File: config.mk
export PLATFORM = sky130hd
export DESIGN_NAME = main_fsm
export DESIGN_NICKNAME = d
export VERILOG_FILES = /design/src/rtl/main_fsm_pkg.sv /design/src/rtl/main_fsm_outdec.sv /design/src/rtl/main_fsm.sv
export SDC_FILE = /design/constraint.sdc
export NUM_CORES = 1
export LEC_CHECK = 0
export ABC_AREA = 1
export BUFFER_PORTS_ARGS = -buffer_cell sky130_fd_sc_hd__buf_2
export CORE_AREA = 2 2 39 41
export CTS_CLUSTER_DIAMETER = 100
export CTS_CLUSTER_SIZE = 8
export DETAILED_ROUTE_END_ITERATION = 10
export DIE_AREA = 0 0 41 43
export GPL_ROUTABILITY_DRIVEN = 0
export GPL_TIMING_DRIVEN = 0
export PLACE_DENSITY = 0.54
export RECOVER_POWER = 50
export SETUP_SLACK_MARGIN = 0.5
export SKIP_CTS_REPAIR_TIMING = 1
export SLEW_MARGIN = 15
export SYNTH_ARGS = -nofsm -noshare
export SYNTH_HDL_FRONTEND = slang
export SYNTH_SLANG_ARGS = --single-unit
File: constraint.sdc
create_clock -name clk -period 1.4 [get_ports clk]
set_input_delay 0 -clock clk [delete_from_list [all_inputs] [get_ports clk]]
set_output_delay 0 -clock clk [all_outputs]
set_load 0.1 [all_outputs]
File: src/rtl/main_fsm_pkg.sv
// Shared control encodings for the multicycle controller: state names, mux selects
// and the packed control word that the datapath consumes.
package main_fsm_pkg;

  typedef enum logic [3:0] {
    S_FETCH    = 4'd0,
    S_DECODE   = 4'd1,
    S_MEMADR   = 4'd2,
    S_MEMRD    = 4'd3,
    S_MEMWB    = 4'd4,
    S_MEMWR    = 4'd5,
    S_EXECUTER = 4'd6,
    S_EXECUTEI = 4'd7,
    S_ALUWB    = 4'd8,
    S_BRANCH   = 4'd9,
    S_UNKNOWN  = 4'd10
  } state_t;

  localparam logic [1:0] OP_DP    = 2'b00;
  localparam logic [1:0] OP_MEM   = 2'b01;
  localparam logic [1:0] OP_BR    = 2'b10;
  localparam logic [1:0] OP_UNDEF = 2'b11;

  localparam logic [1:0] SRCB_WDATA  = 2'b00;
  localparam logic [1:0] SRCB_EXTIMM = 2'b01;
  localparam logic [1:0] SRCB_FOUR   = 2'b10;

  localparam logic [1:0] RES_ALUOUT    = 2'b00;
  localparam logic [1:0] RES_DATA      = 2'b01;
  localparam logic [1:0] RES_ALURESULT = 2'b10;

  typedef struct packed {
    logic       irwrite;
    logic       adrsrc;
    logic       alusrca;
    logic [1:0] alusrcb;
    logic [1:0] resultsrc;
    logic       nextpc;
    logic       regw;
    logic       memw;
    logic       branch;
    logic       aluop;
  } ctrl_t;

  localparam ctrl_t CTRL_IDLE = '0;

endpackage

File: src/rtl/main_fsm_outdec.sv
// Combinational state-to-control-word decoder; every field not set for a state stays 0.
module main_fsm_outdec
  import main_fsm_pkg::*;
(
  input  state_t state_i,
  output ctrl_t  ctrl_o
);

  always_comb begin
    ctrl_o = CTRL_IDLE;
    case (state_i)
      S_FETCH: begin
        ctrl_o.irwrite   = 1'b1;
        ctrl_o.alusrca   = 1'b1;
        ctrl_o.alusrcb   = SRCB_FOUR;
        ctrl_o.resultsrc = RES_ALURESULT;
        ctrl_o.nextpc    = 1'b1;
      end
      S_DECODE: begin
        ctrl_o.alusrca   = 1'b1;
        ctrl_o.alusrcb   = SRCB_FOUR;
        ctrl_o.resultsrc = RES_ALURESULT;
      end
      S_MEMADR: begin
        ctrl_o.alusrcb   = SRCB_EXTIMM;
      end
      S_MEMRD: begin
        ctrl_o.adrsrc    = 1'b1;
        ctrl_o.resultsrc = RES_ALUOUT;
      end
      S_MEMWB: begin
        ctrl_o.resultsrc = RES_DATA;
        ctrl_o.regw      = 1'b1;
      end
      S_MEMWR: begin
        ctrl_o.adrsrc    = 1'b1;
        ctrl_o.resultsrc = RES_ALUOUT;
        ctrl_o.memw      = 1'b1;
      end
      S_EXECUTER: begin
        ctrl_o.alusrcb   = SRCB_WDATA;
        ctrl_o.aluop     = 1'b1;
      end
      S_EXECUTEI: begin
        ctrl_o.alusrcb   = SRCB_EXTIMM;
        ctrl_o.aluop     = 1'b1;
      end
      S_ALUWB: begin
        ctrl_o.resultsrc = RES_ALUOUT;
        ctrl_o.regw      = 1'b1;
      end
      S_BRANCH: begin
        ctrl_o.alusrcb   = SRCB_EXTIMM;
        ctrl_o.resultsrc = RES_ALURESULT;
        ctrl_o.branch    = 1'b1;
      end
      S_UNKNOWN: ctrl_o = CTRL_IDLE;
      default:   ctrl_o = CTRL_IDLE;
    endcase
  end

endmodule

File: src/rtl/main_fsm.sv
// Multicycle instruction controller: Moore state register plus next-state logic;
// outputs come only from the registered state through main_fsm_outdec.
module main_fsm
  import main_fsm_pkg::*;
(
  input  logic       clk,
  input  logic       reset,
  input  logic [1:0] Op,
  input  logic [5:0] Funct,
  output logic       IRWrite,
  output logic       AdrSrc,
  output logic       ALUSrcA,
  output logic [1:0] ALUSrcB,
  output logic [1:0] ResultSrc,
  output logic       NextPC,
  output logic       RegW,
  output logic       MemW,
  output logic       Branch,
  output logic       ALUOp
);

  state_t state_q, state_d;
  ctrl_t  ctrl;
  logic   unused_funct;

  // Only the immediate and load/store bits steer the sequence.
  assign unused_funct = ^Funct[4:1];

  always_comb begin
    state_d = S_FETCH;
    case (state_q)
      S_FETCH:    state_d = S_DECODE;
      S_DECODE: begin
        case (Op)
          OP_DP:   state_d = Funct[5] ? S_EXECUTEI : S_EXECUTER;
          OP_MEM:  state_d = S_MEMADR;
          OP_BR:   state_d = S_BRANCH;
          default: state_d = S_UNKNOWN;
        endcase
      end
      S_MEMADR:   state_d = Funct[0] ? S_MEMRD : S_MEMWR;
      S_MEMRD:    state_d = S_MEMWB;
      S_EXECUTER: state_d = S_ALUWB;
      S_EXECUTEI: state_d = S_ALUWB;
      default:    state_d = S_FETCH;
    endcase
  end

  always_ff @(posedge clk or posedge reset) begin
    if (reset) state_q <= S_FETCH;
    else       state_q <= state_d;
  end

  main_fsm_outdec u_outdec (
    .state_i (state_q),
    .ctrl_o  (ctrl)
  );

  assign IRWrite   = ctrl.irwrite;
  assign AdrSrc    = ctrl.adrsrc;
  assign ALUSrcA   = ctrl.alusrca;
  assign ALUSrcB   = ctrl.alusrcb;
  assign ResultSrc = ctrl.resultsrc;
  assign NextPC    = ctrl.nextpc;
  assign RegW      = ctrl.regw;
  assign MemW      = ctrl.memw;
  assign Branch    = ctrl.branch;
  assign ALUOp     = ctrl.aluop;

endmodule

==> summary.txt, run 1 <==
Routing
  • Final WL: 954 um
  • Starting DRT DRC Count: 2
  • Drt via density: 4.208
  • Initial DRT Pass Iterations: 4
  • # DRC: 0
  • Wire per inst: 9.446 um
  • Antenna Violating Nets Remaining: 0
  • Via count: 425

Die
  • Die Wd: 41 um
  • Std-Cell Rows: 14
  • Die Ht: 43 um
  • Starting density of the core: 22.88%
  • IO Pins: 22
  • Die ar.: 1763 um^2
  • Core area: 1384 um^2

Worst setup path
  • Reg2reg start: state_q[3]
  • Critical Path RT: 1.40 ns
  • R2r endpoint: state_q[3]
  • Setup crit end: ALUSrcB[1]
  • Crit path from: state_q[2]
  • CP arrival: 1.29 ns
  • Setup crit end kind: primary output
  • Worst R2R Setup Slack: 0.36 ns
  • Cells on worst reg2reg path: 6
  • Crit Path Max Fanout: 4
  • Setup CP Type: flip-flop to primary output
  • Startpoint types: flip-flop

Hold path
  • Hold WC Path Type: input pin to flip-flop

Yosys
  • Synthesized area: 316.6 um^2
  • Multiplexer area fraction after synthesis: 0%
  • Yosys reg bits: 4
  • Synthesized area per cell: 5.756 um^2
  • Seq/Total Area, Yosys: 31.62%
  • XOR/XNOR Fraction of Synth Area: 0%
  • Main combinational cell family by area after synthesis: simple AND/OR/NAND/NOR gates
  • Synth cell types: 10
  • Simple-gate area share of the yosys netlist: 48.62%
  • YS warnings: 0
  • Syn Nets: 65
  • Gate Count Post-Synth: 55
  • Compound-Gate Fraction of Synth Area: 3.162%
  • Post-Synth Adder-Cell Area: 0%

Place
  • Placed cells: 88
  • Dpl ws: -0.01292 ns
  • Hpwl dp: 659.6 um
  • Port bufs: 17
  • Placed Area: 544.3 um^2

CTS
  • Clock transition at path regs: 0.04 ns
  • Worst-Skew Late Latency: 0.24 ns
  • CTS tree: built
  • Clock buffer depth: 2
  • H-tree depth: 1
  • Root Buffer: clkbuf_4
  • Clock sink total: 4
  • Total CTS buffers: 3

STA
  • Tcrit/Tclk final: 92.41%
  • Minimum clock period: 1.294 ns
  • Setup ws final: 0.1062 ns
  • Slew margin rel.: 79.88%
  • Hold Vio Cnt, Final: 0
  • Worst-Margin Slew: 0.3035 ns
  • Clock skew: 0.002745 ns
  • Unrepaired setup endpoints after global routing: yes
  • Final setup viols: 0
  • Fmax: 0.7729 GHz
  • Fin. max-slew vios: 0

Run status
  • Status: finished clean

Finish
  • Layout net count: 96
  • Multi-input logic area: 276.5 um^2
  • Top flop regs: state_q: 4 flops
  • Share of layout cells above drive strength 1: 68.24%
  • Most frequent cells in the layout: 11 x nand2_1, 11 x buf_12, 7 x nor2_4, 7 x buf_4
  • Max reg flops: 4
  • Number of diodes: 0
  • Layout Cells excl Fill: 101
  • Largest Register: state_q
  • Fin util: 59.22%
  • Fillers: 126
  • Area growth syn-to-layout: 158.9%
  • Post-Layout Inst Area: 819.5 um^2
  • Sequential Area: 105.1 um^2

Global routing
  • Pin count of the biggest net entering global routing: 9
  • Total track usage: 11.31%
  • GR Overflow Total: 0
  • First-pass GRT wire length: 1290 um
  • Vias in the first global route: 328
  • Initial antenna violation count: 0

Job
  • Max_cap viols: 0
## worst min path at each step
stage                        start          to  slack (ns)  depth (start not counted)
after floorplan              reset  state_q[0]       -0.23                          1
after global placement       reset  state_q[3]       -0.12                          2
after detailed placement     reset  state_q[3]       -0.11                          2
after CTS                    reset  state_q[0]       -0.37                          2
after global routing      Funct[0]  state_q[1]        0.04                          3
final                     Funct[0]  state_q[1]        0.02                          3
## cells in the mapped netlist (all sizes together)
cell type | n | area (um^2)
nand3 | 6 | 30.03
nor2 | 14 | 55.06
o21ai | 2 | 10.01
inv | 10 | 37.53
nand2 | 17 | 68.81
dfrtp | 4 | 100.1
buf | 2 | 15.01
## routing by layer
layer | share of wire (%) | vias to the layer above | GRT usage (%)
met2 | 51 | 12 | 15.31
li1 | - | 225 | -
met3 | 3.6 | 4 | 1.571
met1 | 42 | 184 | 14.75
met5 | 0 | - | 0
met4 | 2.4 | 0 | 10.00
## stage by stage
step,TNS [ns],hold WS (ns)
after detailed placement,-0.02062,-0.1145
after floorplan,-0.05388,-0.2340
final,0,0.01553
after CTS,-1.834,-0.3713
after global routing,0,0.03853
after global placement,-0.004255,-0.1183
## final cells by class
type                       count  share of cell area, %
buffer                         2                  4.885
tap                           16                  2.443
inverter                      10                  5.649
timing repair buffer          26                  37.25
sequential                     4                  12.82
multi-input combinational     39                  33.74
clock buffer                   4                  3.206
## cells by family (layout without fill, tap and decap cells)
logic type	after synthesis	in the layout
simple gates	37	37
buf+inv	12	42
flops	4	4
compound gates	2	2
## critical path, cell delays in order (launching register included)
cell     delay, ns
dfrtp_2       0.45
inv_2         0.10
nand2_4       0.09
nor2_4        0.14
buf_12        0.11
buf_12        0.16
Power of run 1 is not shown: default switching activity piles up to over one toggle a cycle in this logic, so the estimate is an artifact.
==> inputs of run 2 (changes only) <==
--- a/config.mk
+++ b/config.mk
@@ -7,14 +7,16 @@
 export LEC_CHECK = 0
 export ABC_AREA = 1
 export BUFFER_PORTS_ARGS = -buffer_cell sky130_fd_sc_hd__buf_2
-export CORE_AREA = 2 2 39 41
+export CELL_PAD_IN_SITES_DETAIL_PLACEMENT = 1
+export CELL_PAD_IN_SITES_GLOBAL_PLACEMENT = 1
+export CORE_MARGIN = 2
+export CORE_UTILIZATION = 24
 export CTS_CLUSTER_DIAMETER = 100
 export CTS_CLUSTER_SIZE = 8
 export DETAILED_ROUTE_END_ITERATION = 10
-export DIE_AREA = 0 0 41 43
 export GPL_ROUTABILITY_DRIVEN = 0
 export GPL_TIMING_DRIVEN = 0
-export PLACE_DENSITY = 0.54
+export PLACE_DENSITY = 0.79
 export RECOVER_POWER = 50
 export SETUP_SLACK_MARGIN = 0.5
 export SKIP_CTS_REPAIR_TIMING = 1
==> run 2 against run 1 <==
Critical path depth grew 1. Worst setup slack worse by 0.057 ns. Wire length is 69% higher. First-iteration DRC count up 100%. Final cell count down 5.0%. Design area rose by 2.9%. Count of clock-buffer cells in the layout unchanged. Sequential share of layout area down 0.36 points. Non-clock buffer count decreased by 4. Utilization grew 7.2 points. Sequential cell count unchanged. Global-route usage rose by 2.6 points.
==> summary.txt, run 2 (synthesis results as in run 1) <==
Finish
  • Fillers: 134 (+6.3%)
  • Largest Register: state_q
  • Number of diodes: 0 (unchanged)
  • Max reg flops: 4 (unchanged)
  • Share of layout cells above drive strength 1: 71.60% (+3.4 points)
  • Area growth syn-to-layout: 166.4%
  • Top flop regs: state_q: 4 flops
  • Most frequent cells in the layout: 12 x nand2_1, 11 x buf_12, 7 x nor2_4
  • Most common cell after layout, fill and taps aside: nand2_1
  • Layout net count: 92 (-4.2%)

STA
  • Hold Vio Cnt, Final: 0 (unchanged)
  • Unrepaired setup endpoints after global routing: yes
  • Min Hold Slack: 0.02484 ns (+0.009304 ns)
  • Tcrit/Tclk final: 96.46% (+4.0 points)
  • Clock skew: 0.005352 ns (+0.002607 ns)
  • Slew margin rel.: 84.21% (+4.3 points)
  • Final setup viols: 0 (unchanged)
  • Setup TNS: 0 ns (unchanged)
  • Fin. max-slew vios: 0 (unchanged)
  • Fmax: 0.7405 GHz (-4.2%)
  • Minimum clock period: 1.350 ns (+0.05666 ns)
  • Worst-Margin Slew: 0.2360 ns (-0.06748 ns)
  • Setup ws final: 0.04957 ns (-0.05666 ns)

CTS
  • Clock transition at path regs: 0.05 ns (about the same)
  • Root Buffer: clkbuf_4
  • CTS tree: built
  • Total CTS buffers: 3 (unchanged)
  • Clock sink total: 4 (unchanged)
  • Worst-Skew Late Latency: 0.24 ns (about the same)
  • Clock buffer depth: 2 (unchanged)
  • H-tree depth: 1 (unchanged)

Routing
  • Via count: 462 (+8.7%)
  • Antenna Violating Nets Remaining: 0 (unchanged)
  • # DRC: 0 (unchanged)
  • Final WL: 1608 um (+69%)
  • Starting DRT DRC Count: 4 (+2)
  • Wire per inst: 16.75 um (+77%)
  • Initial DRT Pass Iterations: 2 (-2)
  • Routed met1 length: 585 um (+44%)
  • Max Used Layer: met4
  • Drt via density: 4.813 (+14%)
  • WL met3: 53 um (+56%)
  • Met2 Routed Length: 858 um (+75%)

Die
  • Die Wd: 40.32 um (-1.7%)
  • Die Ht: 40.32 um (-6.2%)
  • Die ar.: 1625 um^2 (-7.8%)
  • Starting density of the core: 24.95% (+2.1 points)
  • Std-Cell Rows: 13 (-1)
  • Core area: 1269 um^2 (-8.3%)
  • IO Pins: 22 (unchanged)

Global routing
  • Pin count of the biggest net entering global routing: 9 (unchanged)
  • GR Overflow Total: 0 (unchanged)
  • First-pass GRT wire length: 1428 um (+11%)
  • Initial antenna violation count: 0 (unchanged)
  • Total track usage: 13.94% (+2.6 points)
  • Vias in the first global route: 360 (+9.8%)

Hold path
  • Hold Path Origin: Funct[0]
  • Worst Hold Path EP: state_q[1]
  • Hold WC Path Type: input pin to flip-flop
  • WHS Path Cells: 3 (unchanged)

Worst setup path
  • CP arrival: 1.35 ns (+0.06 ns)
  • Critical Path RT: 1.40 ns (about the same)
  • Setup CP Type: flip-flop to primary output
  • Crit path from: state_q[1]
  • Worst R2R Setup Slack: 0.35 ns (about the same)
  • R2r endpoint: state_q[3]
  • Cells on worst reg2reg path: 5 (-1)
  • Setup crit end kind: primary output
  • Startpoint types: flip-flop
  • Reg2reg start: state_q[3]
  • Crit Path Max Fanout: 4 (unchanged)

Place
  • Port bufs: 17 (unchanged)
  • Dpl ws: -0.01534 ns (-0.002419 ns)
  • Hpwl dp: 761 um (+15%)

Job
  • Max_cap viols: 0 (unchanged)

Run status
  • Status: finished clean
## run 2: final cells by class
cell class / count / area [um^2] / share of cell area [%]
multi-input cells: 39 / 314.1 / 37.24
repair buffers: 22 / 282.8 / 33.53
flip-flops and latches: 4 / 105.1 / 12.46
inverters: 10 / 56.30 / 6.677
plain buffers: 2 / 40.04 / 4.748
clock buffers: 4 / 26.28 / 3.116
well taps: 15 / 18.77 / 2.226
## run 2: worst max-delay path by stage
stage / end / slack (ns) / cells past startpoint
2_1_floorplan: NextPC / -0.03 / 4
3_3_place_gp: ResultSrc[1] / -0.003 / 6
3_5_place_dp: ResultSrc[1] / -0.02 / 6
4_1_cts: ResultSrc[1] / -0.28 / 6
5_1_grt: ALUSrcB[0] / -0.003 / 5
6_report: Branch / 0.05 / 6
## run 2: worst max-delay path, stage by stage, from the launching register on
cell	delay, ns
dfrtp_2	0.42
clkinv_4	0.12
nand2_8	0.11
inv_6	0.05
nand2_4	0.09
clkinvlp_4	0.12
buf_12	0.18
## run 2: metal layers
layer / global-route usage (%) / vias to the layer above
li1: - / 216
met1: 15.20 / 217
met2: 24.60 / 19
met3: 1.667 / 10
met4: 10.00 / 0
met5: 0 / -
## run 2: through the flow
stage	cells	util [%]	instance area, um^2
5_1_grt	96	66.47	843.3
4_1_cts	91	44.87	569.3
6_report	96	66.47	843.3
2_1_floorplan	55	-	439.2
3_5_place_dp	87	42.80	543.0
3_3_place_gp	87	42.80	543.0
Power of run 2 is left out for the same reason.
